### config.mk
export PLATFORM = sky130hd
export DESIGN_NAME = start_text_renderer
export DESIGN_NICKNAME = d
export VERILOG_FILES = /design/src/rtl/start_text_renderer.sv
export SDC_FILE = /design/constraint.sdc
export NUM_CORES = 1
export LEC_CHECK = 0
export CAP_MARGIN = 20
export CORE_ASPECT_RATIO = 0.75
export CORE_MARGIN = 10
export CORE_UTILIZATION = 40
export DETAILED_ROUTE_END_ITERATION = 6
export HOLD_SLACK_MARGIN = 0.05
export PLACE_DENSITY = 0.79
export SLEW_MARGIN = 15
export SYNTH_ARGS = -nofsm -noshare
export SYNTH_HDL_FRONTEND = slang
export SYNTH_SLANG_ARGS = --single-unit
### constraint.sdc
create_clock -name clk -period 2.6 [get_ports clk]
set_input_delay 0.78 -clock clk [delete_from_list [all_inputs] [get_ports clk]]
set_output_delay 0.78 -clock clk [all_outputs]
set_load 0.02 [all_outputs]
### src/rtl/start_text_renderer.sv
// start_text_renderer
//   Draws a blinking line of 8x16 glyphs ("press start" style text) at a fixed
//   screen position, magnified by SCALE. Glyph rows come from an external
//   text ROM that answers combinationally.
//
//   Pipeline: stage 1 registers the ROM address plus the column and
//   inside-box flag for the current pixel; stage 2 registers the lit-pixel
//   decision once rom_data is available. Pixel to drawingRequest is 2 cycles.
//
//   Blink FSM: IDLE waits for enable; SHOW and BLANK alternate every
//   BLINK_FRAMES startOfFrame pulses. Dropping enable returns to IDLE at once.
//
// Ports
//   clk            system clock, rising edge
//   resetN         synchronous active-low reset
//   enable         start screen active
//   startOfFrame   one-cycle pulse per frame
//   pixelX/pixelY  current pixel (11 bits each)
//   rom_data       glyph row for rom_addr, bit 7 = leftmost pixel
//   rom_addr       char*16 + glyph_row
//   drawingRequest current pixel is a lit text pixel
//   RGBout         TEXT_COLOR while drawing, else 0
//   dbg_state_o    blink FSM state (0 IDLE, 1 SHOW, 2 BLANK)
//
// Handshake: none; all inputs are sampled every cycle, outputs are valid
// every cycle with the fixed latency above.
module start_text_renderer #(
  parameter int TEXT_X             = 256,
  parameter int TEXT_Y             = 232,
  parameter int SCALE              = 1,   // 1, 2 or 4
  parameter int NUM_CHARS          = 14,
  parameter int BLINK_FRAMES       = 30,  // >= 1
  parameter logic [7:0] TEXT_COLOR = 8'hFF
) (
  input  logic        clk,
  input  logic        resetN,
  input  logic        enable,
  input  logic        startOfFrame,
  input  logic [10:0] pixelX,
  input  logic [10:0] pixelY,
  input  logic [7:0]  rom_data,
  output logic [7:0]  rom_addr,
  output logic        drawingRequest,
  output logic [7:0]  RGBout,
  output logic [1:0]  dbg_state_o
);

  // Magnification as a shift so that every division is a wire shift.
  localparam int SHIFT = (SCALE == 4) ? 2 : (SCALE == 2) ? 1 : 0;

  // Box bounds, one bit wider than the pixel bus so the right/bottom edge
  // cannot wrap.
  localparam logic [11:0] X_LO = 12'(TEXT_X);
  localparam logic [11:0] X_HI = 12'(TEXT_X + NUM_CHARS * 8 * SCALE);
  localparam logic [11:0] Y_LO = 12'(TEXT_Y);
  localparam logic [11:0] Y_HI = 12'(TEXT_Y + 16 * SCALE);
  localparam logic [10:0] X0   = 11'(TEXT_X);
  localparam logic [10:0] Y0   = 11'(TEXT_Y);

  localparam int CW = (BLINK_FRAMES > 1) ? $clog2(BLINK_FRAMES) : 1;
  localparam logic [CW-1:0] CNT_MAX = CW'(BLINK_FRAMES - 1);

  typedef enum logic [1:0] {
    IDLE  = 2'd0,
    SHOW  = 2'd1,
    BLANK = 2'd2
  } state_t;

  state_t        state_q;
  logic [CW-1:0] blink_cnt_q;

  logic [7:0] rom_addr_q, rom_addr_d;
  logic [2:0] col_q, col_d;
  logic       inside_q, inside_d;
  logic       draw_q, draw_d;

  logic [10:0] dx, dy;
  logic        visible;

  // ---------------------------------------------------------------- stage 1
  // The bound comparisons come first; dx/dy are only meaningful when
  // inside_d is set, so their wrap for pixels left of/above the box is masked.
  always_comb begin
    inside_d   = ({1'b0, pixelX} >= X_LO) && ({1'b0, pixelX} < X_HI) &&
                 ({1'b0, pixelY} >= Y_LO) && ({1'b0, pixelY} < Y_HI);
    dx         = pixelX - X0;
    dy         = pixelY - Y0;
    rom_addr_d = 8'h00;
    col_d      = 3'd0;
    if (inside_d) begin
      rom_addr_d = 8'(((dx >> (3 + SHIFT)) << 4) + (dy >> SHIFT));
      col_d      = 3'(dx >> SHIFT);
    end
  end

  // ---------------------------------------------------------------- stage 2
  assign visible = (state_q == SHOW);
  assign draw_d  = inside_q & rom_data[3'd7 - col_q] & visible;

  always_ff @(posedge clk) begin
    if (!resetN) begin
      rom_addr_q <= 8'h00;
      col_q      <= 3'd0;
      inside_q   <= 1'b0;
      draw_q     <= 1'b0;
    end else begin
      rom_addr_q <= rom_addr_d;
      col_q      <= col_d;
      inside_q   <= inside_d;
      draw_q     <= draw_d;
    end
  end

  // ---------------------------------------------------------------- blink FSM
  // Losing enable wins over a coincident startOfFrame.
  always_ff @(posedge clk) begin
    if (!resetN) begin
      state_q     <= IDLE;
      blink_cnt_q <= '0;
    end else begin
      case (state_q)
        IDLE: begin
          blink_cnt_q <= '0;
          if (enable) state_q <= SHOW;
        end
        SHOW, BLANK: begin
          if (!enable) begin
            state_q     <= IDLE;
            blink_cnt_q <= '0;
          end else if (startOfFrame) begin
            if (blink_cnt_q == CNT_MAX) begin
              blink_cnt_q <= '0;
              state_q     <= (state_q == SHOW) ? BLANK : SHOW;
            end else begin
              blink_cnt_q <= blink_cnt_q + CW'(1);
            end
          end
        end
        default: begin
          state_q     <= IDLE;
          blink_cnt_q <= '0;
        end
      endcase
    end
  end

  assign rom_addr       = rom_addr_q;
  assign drawingRequest = draw_q;
  assign RGBout         = draw_q ? TEXT_COLOR : 8'h00;
  assign dbg_state_o    = state_q;

endmodule
==> results of run 1 <==
area by class of cell:
cell class,instances,area (um2),area share
Tap cell,36,45.04,0.02701
Inverter,10,37.54,0.02251
Clock buffer,3,22.52,0.01350
Multi-Input combinational cell,70,581.8,0.3488
Timing Repair Buffer,56,550.5,0.3301
Clock inverter,1,30.03,0.01800
Sequential cell,20,400.4,0.2401
where the power goes:
| group | switching, mW | leakage [nW] | internal [mW] | total [mW] |
|---|---|---|---|---|
| Sequential | 0.0148 | 0.161 | 0.318 | 0.333 |
| Combinational | 0.101 | 0.463 | 0.131 | 0.232 |
| Clock | 0.101 | 0.0279 | 0.156 | 0.257 |
| Total | 0.218 | 0.652 | 0.605 | 0.822 |
state kept, by name, indices dropped and copies added, names as in the netlist:
name,flops
blink_cnt_q,5
dbg_state_o,2
rom_addr,8
col_q,3
inside_q,1
drawingRequest,1
cells by family (layout without fill, tap and decap cells):
logic type | after synthesis | after routing
compound gates | 11 | 11
buf+inv | 19 | 70
simple gates | 35 | 35
xor+xnor | 8 | 8
mux | 4 | 4
fa+ha+maj | 12 | 12
flops | 20 | 20
critical path: stages:
cell and delay (ns):
sky130_fd_sc_hd__clkdlybuf4s50_1 0.49, sky130_fd_sc_hd__inv_1 0.07, sky130_fd_sc_hd__ha_1 0.27, sky130_fd_sc_hd__inv_1 0.04, sky130_fd_sc_hd__ha_1 0.18, sky130_fd_sc_hd__inv_1 0.07, sky130_fd_sc_hd__fa_1 0.40, sky130_fd_sc_hd__nor4_1 0.28
layout by cell type (no fill, tap or decap), drive strengths merged:
cell type,instances
nor4bb,1
and3,1
nor3b,1
inv,10
a21boi,1
a41oi,1
and2,8
buf,4
nor2,7
xnor2,3
nor2b,1
nor4,3
ha,11
o21bai,1
a21o,1
mux2i,2
bufinv,1
or3,1
dfxtp,20
xor2,5
o21ai,2
nand3,6
nor3,1
nand3b,1
clkbuf,3
a21oi,2
mux4,2
nand2,3
fa,1
nand4,1
a31oi,1
a32oi,1
clkdlybuf4s50,52
a211oi,1
synthesized netlist by cell type, drive strengths merged (2+ instances only):
library cell / count
nand2: 3
dfxtp: 20
buf: 9
nor4: 3
xor2: 5
nand3: 6
inv: 10
mux4: 2
nor2: 7
o21ai: 2
mux2i: 2
xnor2: 3
ha: 11
and2: 8
a21oi: 2
worst paths after layout:
kind | startpoint | endpoint | slack [ns] | cells past startpoint
max | pixelY[4] | rom_addr[5] | 0.25 | 8
min | inside_q | drawingRequest | 0.46 | 2
max reg2reg | dbg_state_o[1] | dbg_state_o[0] | 0.98 | 6
min reg2reg | inside_q | drawingRequest | 0.46 | 2
layer usage:
metal | vias to the layer above | global-route usage
li1 | 469 | -
met1 | 415 | 0.09961
met2 | 36 | 0.1680
met3 | 2 | 0.06250
met4 | 0 | 0.01316
met5 | - | 0
stage by stage:
stage	power (mW)	hold WS, ns
2_1_floorplan	0.4744	0.4212
3_3_place_gp	0.5671	0.4466
3_5_place_dp	0.5720	0.4538
4_1_cts	0.8298	0.4773
5_1_grt	0.8675	0.5000
6_report	0.8225	0.4621
==> summary.log, run 1 <==
qor: critical_path.worst-path-max-fanout 2
qor: synthesis.mappedNetlistNets 155
qor: cts.post_cts_buffers 0
qor: synthesis.synth-seq-cells 20
qor: cells_and_area.fraction_of_final_layout_cells_with_drive_strength_greater_than_1 0.08125
qor: route.topRoutingLayerUsed met4
qor: timing.clock_skews 0.001592 ns
qor: critical_path.worst-endpoint-required 2.82 ns
qor: synthesis.syn_inst 109
qor: cts.clock_tree.root_cell sky130_fd_sc_hd__clkbuf_4
qor: synthesis.dominantRegCellSynth sky130_fd_sc_hd__dfxtp_1
qor: power.power.density 493.1 nW/um2
qor: grt.global_route.overflow_total 0
qor: timing.drv_slew 0
qor: route.detailed_route_wl 2690 um
qor: floorplanning.die-height 65.23 um
qor: timing.final_worst_setup_slack 0.2512 ns
qor: cells_and_area.cell_area_after_layout 1668 um2
qor: timing.finalSetupViolCount 0
qor: synthesis.synth_cell_type_count 32
qor: route.wire_per_inst 13.72 um
qor: route.via_per_inst 4.704
qor: cells_and_area.area_growth_syn_to_layout 52.87%
qor: floorplanning.dieArea 5238 um2
qor: floorplanning.std_cell_rows 16
qor: timing.finalWorstPathRequiredPeriod 2.349 ns
qor: grt.grt_max_degree 13
qor: synthesis.synth_edf_count 0
qor: cts.cts.reportedPaths.clkPinSlew 0.12 ns
qor: route.met2_wirelength 1291 um
qor: synthesis.synth-compound-area-share 0.07454
qor: cts.cts-root-to-sink-buffers 2
qor: critical_path.timing_worst_setup_path_type input port to register
qor: synthesis.post_synth_fa_ha_maj_area_fraction 0.1445
qor: synthesis.yosysWarnings 0
qor: synthesis.synthXorXnorAreaFrac 0.06422
qor: cts.htreeDepth 1
qor: timing.setup_tns 0 ns
qor: run.max_capacitance_violation_total 0
qor: power.p_leak 0.6521 nW
qor: critical_path.timing.critical_path.arrival 2.57 ns
qor: route.dr_total_vias 922
qor: grt.gr-usage-all-layers 0.09729
qor: synthesis.synth_top_family_by_area simple AND/OR/NAND/NOR gates
qor: grt.grt_pass1_vias 893
qor: cells_and_area.utilization 0.6409
qor: critical_path.worst_setup_sp_type input port
qor: cts.postCtsHoldBufs 0
qor: route.drc 0
qor: cts.tritoncts yes
qor: run_status.status completed
qor: cells_and_area.fin_nets 207
qor: synthesis.leading_area_contributor_after_synthesis sky130_fd_sc_hd__dfxtp_1
qor: placement.globalplace.congestion 0.8739
qor: timing.hold_violations 0
qor: power.ir_worst_vdd 0.3909 mV
qor: cells_and_area.diodes 0
qor: synthesis.post_synthesis_mean_instance_area 10.01 um2
qor: cts.ctsResizeCount 0
qor: route.drc_violation_total_after_the_first_tritonroute_iteration 59
qor: timing.finalCritPeriodShare 0.9034
qor: placement.post_dp_cell_area 1615 um2
qor: floorplanning.design.portCount 53
qor: cts.cts_buffers 3
qor: cts.worstSkewPairLatency 0.31 ns
qor: floorplanning.start_util 0.4192
qor: placement.port-buffer-count 52
qor: timing.timing.slew.headroom 0.7374
qor: floorplanning.fp.coreArea 2603 um2
qor: timing.max_clock_freq 0.4257 GHz
qor: cells_and_area.instances_no_fill 196
qor: route.met3WireLength 310 um
qor: synthesis.yosysTopAreaCellShare 0.3670
qor: grt.antenna_found_initial 0
qor: cts.cts.sink_count 20
qor: critical_path.cp-end-kind register
qor: timing.grt_setup_unrepaired no
qor: floorplanning.die_x 80.31 um
qor: placement.number_of_instances_in_the_placed_design 192
qor: route.routedLengthMet1 1075 um
qor: synthesis.post_synth_mux_area_share 0.05963
qor: placement.detailed_place_hpwl 2314 um
qor: route.drtAntennaViolNets 0
qor: min_path.worstHoldPathType register to register
qor: synthesis.synthSimpleGateAreaFrac 0.1904
qor: synthesis.ys_async_sr_fraction 0
qor: synthesis.yosysSeqAreaShare 0.3670
qor: synthesis.synth.area.top_cells sky130_fd_sc_hd__dfxtp_1 37%, sky130_fd_sc_hd__ha_1 13%, sky130_fd_sc_hd__buf_4 5.5%
qor: placement.dp_slack -0.09064 ns
qor: route.firstDrtPassIters 4
qor: timing.worst-slew-pin-transition 0.3911 ns
qor: cells_and_area.num-fill-cells 214
qor: grt.grt_first_pass_wirelength 4084 um
qor: synthesis.mappedNetlistArea 1091 um2
Note: power is estimated with default switching activity, not from simulation.
==> inputs of run 2 (changes only) <==
CAP_MARGIN = default   (was 20)
CTS_BUF_LIST = sky130_fd_sc_hd__clkbuf_16   (was default)
==> summary.log, run 2 (synthesized netlist as in run 1, its figures left out) <==
qor: run_status.status completed
qor: cells_and_area.fraction_of_final_layout_cells_with_drive_strength_greater_than_1 0.08125 [unchanged]
qor: critical_path.cp-end-kind register
qor: grt.grt_max_degree 13 [unchanged]
qor: power.power.density 570.8 nW/um2 [+16%]
qor: cts.clock_tree.root_cell sky130_fd_sc_hd__clkbuf_16
qor: cts.worstSkewPairLatency 0.25 ns [-0.06 ns]
qor: timing.final_worst_setup_slack 0.1827 ns [-0.06845 ns]
qor: floorplanning.die-height 65.23 um [unchanged]
qor: timing.finalSetupViolCount 0 [unchanged]
qor: cells_and_area.area_growth_syn_to_layout 57.68%
qor: floorplanning.die_x 80.31 um [unchanged]
qor: timing.finalCritPeriodShare 0.9297 [+0.02633]
qor: timing.timing.slew.headroom 0.7340 [-0.003395]
qor: route.dr_total_vias 924 [+0.22%]
qor: route.firstDrtPassIters 4 [unchanged]
qor: cts.cts-root-to-sink-buffers 2 [unchanged]
qor: timing.max_clock_freq 0.4137 GHz [-2.8%]
qor: placement.globalplace.congestion 0.8739 [unchanged]
qor: cts.htreeDepth 1 [unchanged]
qor: route.drc_violation_total_after_the_first_tritonroute_iteration 69 [+17%]
qor: route.drtAntennaViolNets 0 [unchanged]
qor: floorplanning.design.portCount 53 [unchanged]
qor: timing.setup_tns 0 ns [unchanged]
qor: grt.grt_pass1_vias 900 [+0.78%]
qor: placement.port-buffer-count 52 [unchanged]
qor: timing.clock_skews 0.0006948 ns [-0.0008969 ns]
qor: cts.post_cts_buffers 0 [unchanged]
qor: timing.grt_setup_unrepaired no
qor: timing.worst-slew-pin-transition 0.3962 ns [+0.005057 ns]
qor: cells_and_area.layout.cells.most_common_list 52 x sky130_fd_sc_hd__clkdlybuf4s50_1, 20 x sky130_fd_sc_hd__dfxtp_1, 11 x sky130_fd_sc_hd__ha_1
qor: grt.antenna_found_initial 0 [unchanged]
qor: grt.grt_first_pass_wirelength 4112 um [+0.69%]
qor: grt.global_route.overflow_total 0 [unchanged]
qor: critical_path.timing_worst_setup_path_type input port to register
qor: cts.tritoncts yes
qor: cts.ctsResizeCount 0 [unchanged]
qor: floorplanning.start_util 0.4192 [unchanged]
qor: power.power.total 982.0 uW [+19%]
qor: critical_path.worst-endpoint-required 2.76 ns [-0.06 ns]
qor: cells_and_area.utilization 0.6611 [+0.02019]
qor: placement.post_dp_cell_area 1615 um2 [unchanged]
qor: critical_path.worst_setup_sp_type input port
qor: cells_and_area.diodes 0 [unchanged]
qor: floorplanning.fp.coreArea 2603 um2 [unchanged]
qor: grt.gr-usage-all-layers 0.09925 [+0.001957]
qor: cts.cts.reportedPaths.clkPinSlew 0.05 ns [-0.07 ns]
qor: cells_and_area.cell_area_after_layout 1720 um2 [+3.2%]
qor: power.ir_worst_vdd 0.4186 mV [+7.1%]
qor: timing.drv_slew 0 [unchanged]
qor: critical_path.timing.critical_path.arrival 2.57 ns [about the same]
qor: power.p_leak 0.6753 nW [+3.6%]
qor: floorplanning.dieArea 5238 um2 [unchanged]
qor: critical_path.worst-path-max-fanout 2 [unchanged]
qor: floorplanning.std_cell_rows 16 [unchanged]
qor: route.via_per_inst 4.714 [+0.22%]
qor: cells_and_area.largest_register_ff_count 8 [unchanged]
qor: cts.cts_buffers 3 [unchanged]
qor: route.detailed_route_wl 2716 um [+0.97%]
qor: run.max_capacitance_violation_total 0 [unchanged]
qor: route.wire_per_inst 13.86 um [+0.97%]
qor: placement.detailed_place_hpwl 2314 um [unchanged]
qor: min_path.worstHoldPathType register to register
qor: timing.finalWorstPathRequiredPeriod 2.417 ns [+0.06845 ns]
qor: cells_and_area.final_common_cell sky130_fd_sc_hd__clkdlybuf4s50_1
qor: timing.hold_violations 0 [unchanged]
qor: cts.cts.sink_count 20 [unchanged]
qor: route.drc 0 [unchanged]
qor: cells_and_area.fin_nets 207 [unchanged]
qor: cts.postCtsHoldBufs 0 [unchanged]
qor: placement.dp_slack -0.09064 ns [unchanged]
## run 2: cell counts in the layout (fill, tap and decap cells not counted)
No cell type changed its count.
## run 2: per-layer routing
metal / track usage / vias up / wire length [um]
li1: - / 467 / -
met1: 0.09961 / 422 / 1049
met2: 0.1680 / 33 / 1339
met3: 0.06793 / 2 / 311
met4: 0.01974 / 0 / 14
met5: 0 / - / 0
## run 2: power by group
part | internal, mW | total [mW] | leakage (nW) | switching (mW)
logic | 0.131 | 0.232 | 0.463 | 0.101
registers | 0.319 | 0.334 | 0.161 | 0.0149
clock network | 0.305 | 0.416 | 0.0511 | 0.111
## run 2: stage by stage
step	instances	hold WS, ns
2_1_floorplan	109	0.4212
3_3_place_gp	192	0.4466
3_5_place_dp	192	0.4538
4_1_cts	196	0.4671
5_1_grt	196	0.4917
6_report	196	0.4612
## run 2: final cells by class
cell class,instances,area (um2)
Clock buffer,3,75.07
Sequential cell,20,400.4
Tap cell,36,45.04
Inverter,10,37.54
Fill cell,211,882.1
Clock inverter,1,30.03
Timing Repair Buffer,56,550.5
Multi-Input combinational cell,70,581.8
## run 2: path summary, 6_finish.rpt
check            startpoint        endpoint  slack (ns)  depth (start not counted)
max               pixelY[4]     rom_addr[5]        0.18                          8
min reg2reg        inside_q  drawingRequest        0.46                          2
min                inside_q  drawingRequest        0.46                          2
max reg2reg  dbg_state_o[1]  dbg_state_o[0]        0.98                          6
## run 2: worst max-delay path, stage by stage
cell                              delay, ns
sky130_fd_sc_hd__clkdlybuf4s50_1       0.49
sky130_fd_sc_hd__inv_1                 0.07
sky130_fd_sc_hd__ha_1                  0.27
sky130_fd_sc_hd__inv_1                 0.04
sky130_fd_sc_hd__ha_1                  0.18
sky130_fd_sc_hd__inv_1                 0.07
sky130_fd_sc_hd__fa_1                  0.40
sky130_fd_sc_hd__nor4_1                0.28
==> inputs of run 3 (changes only) <==
CELL_PAD_IN_SITES_DETAIL_PLACEMENT = 0   (was default)
CELL_PAD_IN_SITES_GLOBAL_PLACEMENT = 1   (was default)
CORE_UTILIZATION = 29   (was 40)
PLACE_DENSITY = default   (was 0.79)
PLACE_DENSITY_LB_ADDON = 0.1   (was default)
SKIP_CTS_REPAIR_TIMING = 1   (was default)
==> summary.log, run 3 (synthesized netlist as in run 1, its figures left out) <==
qor: run_status.status completed
qor: run.max_capacitance_violation_total 0 [unchanged]
qor: timing.hold_violations 0 [unchanged]
qor: route.drc_violation_total_after_the_first_tritonroute_iteration 9 [-87%]
qor: cells_and_area.final_common_cell sky130_fd_sc_hd__clkdlybuf4s50_1
qor: grt.grt_pass1_vias 950 [+5.6%]
qor: cts.cts.sink_count 20 [unchanged]
qor: cells_and_area.layout.cells.most_common_list 52 x sky130_fd_sc_hd__clkdlybuf4s50_1, 20 x sky130_fd_sc_hd__dfxtp_1, 11 x sky130_fd_sc_hd__ha_1
qor: min_path.worstHoldPathType register to register
qor: floorplanning.std_cell_rows 19 [+3]
qor: critical_path.worstReg2RegEnd dbg_state_o[0]
qor: cells_and_area.instances_no_fill 212 [+8.2%]
qor: cts.cts-root-to-sink-buffers 2 [unchanged]
qor: floorplanning.dieArea 6641 um2 [+27%]
qor: placement.dp_slack -0.08090 ns [+0.009744 ns]
qor: placement.number_of_instances_in_the_placed_design 208 [+8.3%]
qor: timing.finalWorstPathRequiredPeriod 2.426 ns [+0.009125 ns]
qor: critical_path.worst-path-max-fanout 2 [unchanged]
qor: critical_path.worst-r2r-setup-slack 0.98 ns [about the same]
qor: power.power.density 513.7 nW/um2 [-10%]
qor: cells_and_area.fraction_of_final_layout_cells_with_drive_strength_greater_than_1 0.07500 [-0.006250]
qor: placement.detailed_place_hpwl 2320 um [+0.23%]
qor: timing.finalCritPeriodShare 0.9332 [+0.003510]
qor: critical_path.cp-end-kind register
qor: floorplanning.die_x 90.83 um [+13%]
qor: grt.global_route.overflow_total 0 [unchanged]
qor: timing.drv_slew 0 [unchanged]
qor: timing.timing.slew.headroom 0.7315 [-0.002440]
qor: critical_path.timing_worst_setup_path_type input port to register
qor: critical_path.worst-endpoint-required 2.75 ns [about the same]
qor: power.ir_worst_vdd 0.2426 mV [-42%]
qor: cts.cts_buffers 3 [unchanged]
qor: critical_path.timing.reg2reg.worst_path_depth 6 [unchanged]
qor: timing.final_worst_setup_slack 0.1736 ns [-0.009125 ns]
qor: grt.gr-usage-all-layers 0.07974 [-0.01950]
qor: route.detailed_route_wl 2674 um [-1.5%]
qor: placement.port-buffer-count 52 [unchanged]
qor: route.via_per_inst 4.259 [-9.6%]
qor: timing.clock_skews 0.001750 ns [+0.001055 ns]
qor: cells_and_area.diodes 0 [unchanged]
qor: cts.worstSkewPairLatency 0.25 ns [about the same]
qor: grt.grt_max_degree 12 [-1]
qor: critical_path.reg2reg_from dbg_state_o[0]
qor: cts.tritoncts yes
qor: timing.setup_tns 0 ns [unchanged]
qor: timing.finalSetupViolCount 0 [unchanged]
qor: placement.globalplace.congestion 0.6851 [-22%]
qor: floorplanning.start_util 0.3000 [-0.1193]
qor: floorplanning.design.portCount 53 [unchanged]
qor: grt.antenna_found_initial 0 [unchanged]
qor: cells_and_area.fin_nets 207 [unchanged]
qor: critical_path.worst_setup_sp_type input port
qor: timing.max_clock_freq 0.4121 GHz [-0.38%]
qor: grt.grt_first_pass_wirelength 4284 um [+4.2%]
qor: route.drc 0 [unchanged]
qor: timing.worst-slew-pin-transition 0.3998 ns [+0.003634 ns]
qor: floorplanning.die-height 73.12 um [+12%]
qor: cells_and_area.area_growth_syn_to_layout 57.11%
qor: route.wire_per_inst 12.61 um [-9.0%]
qor: critical_path.timing.critical_path.arrival 2.58 ns [about the same]
qor: cts.clock_tree.root_cell sky130_fd_sc_hd__clkbuf_16
qor: power.p_leak 0.6627 nW [-1.9%]
qor: route.dr_total_vias 903 [-2.3%]
qor: cts.htreeDepth 1 [unchanged]
qor: min_path.worst_hold_startpoint inside_q
qor: cells_and_area.largest_register_ff_count 8 [unchanged]
qor: route.drtAntennaViolNets 0 [unchanged]
qor: timing.grt_setup_unrepaired no
qor: route.firstDrtPassIters 4 [unchanged]
qor: critical_path.critical_path.endpoint rom_addr[5]
qor: floorplanning.fp.coreArea 3637 um2 [+40%]
qor: cts.cts.reportedPaths.clkPinSlew 0.05 ns [about the same]
qor: critical_path.timing.critical_path.from pixelY[4]
-- run 3: where the power goes --
group          switching [mW]  internal (mW)
sequential             0.0139          0.319
combinational           0.104          0.132
clock                   0.108          0.205
-- run 3: worst min-delay path by stage --
stage / end / slack [ns] / cells after the start
after floorplan: drawingRequest / 0.42 / 2
after global placement: drawingRequest / 0.44 / 2
after detailed placement: drawingRequest / 0.44 / 2
after CTS: drawingRequest / 0.45 / 2
after global routing: drawingRequest / 0.47 / 2
final: drawingRequest / 0.44 / 2
-- run 3: cell type report --
cell class	count	area, um2
Fill cell	349	1923
Sequential cell	20	400.4
Tap cell	52	65.06
Inverter	10	37.54
Clock buffer	3	75.07
Timing Repair Buffer	56	550.5
Clock inverter	1	3.754
Multi-Input combinational cell	70	581.8
-- run 3: metal layers --
layer | track usage | vias to the layer above | wire [um]
li1 | - | 465 | -
met1 | 0.08504 | 400 | 1151
met2 | 0.1301 | 34 | 1218
met3 | 0.04522 | 4 | 264
met4 | 0.03120 | 0 | 39
met5 | 0 | - | 0
-- run 3: critical path, stage by stage --
cell and delay [ns]:
sky130_fd_sc_hd__clkdlybuf4s50_1 0.48, sky130_fd_sc_hd__inv_1 0.06, sky130_fd_sc_hd__ha_1 0.26, sky130_fd_sc_hd__inv_1 0.04, sky130_fd_sc_hd__ha_1 0.18, sky130_fd_sc_hd__inv_1 0.07, sky130_fd_sc_hd__fa_1 0.42, sky130_fd_sc_hd__nor4_1 0.29
-- run 3: metrics by stage --
step                instance area, um2  total power [mW]  utilization  hold WS, ns
floorplan                         1091            0.4744            -       0.4212
global placement                  1635            0.5740       0.4496       0.4421
detailed placement                1635            0.5737       0.4496       0.4388
CTS                               1714            0.8924       0.4713       0.4496
global route                      1714            0.9271       0.4713       0.4721
finish                            1714            0.8805       0.4713       0.4414
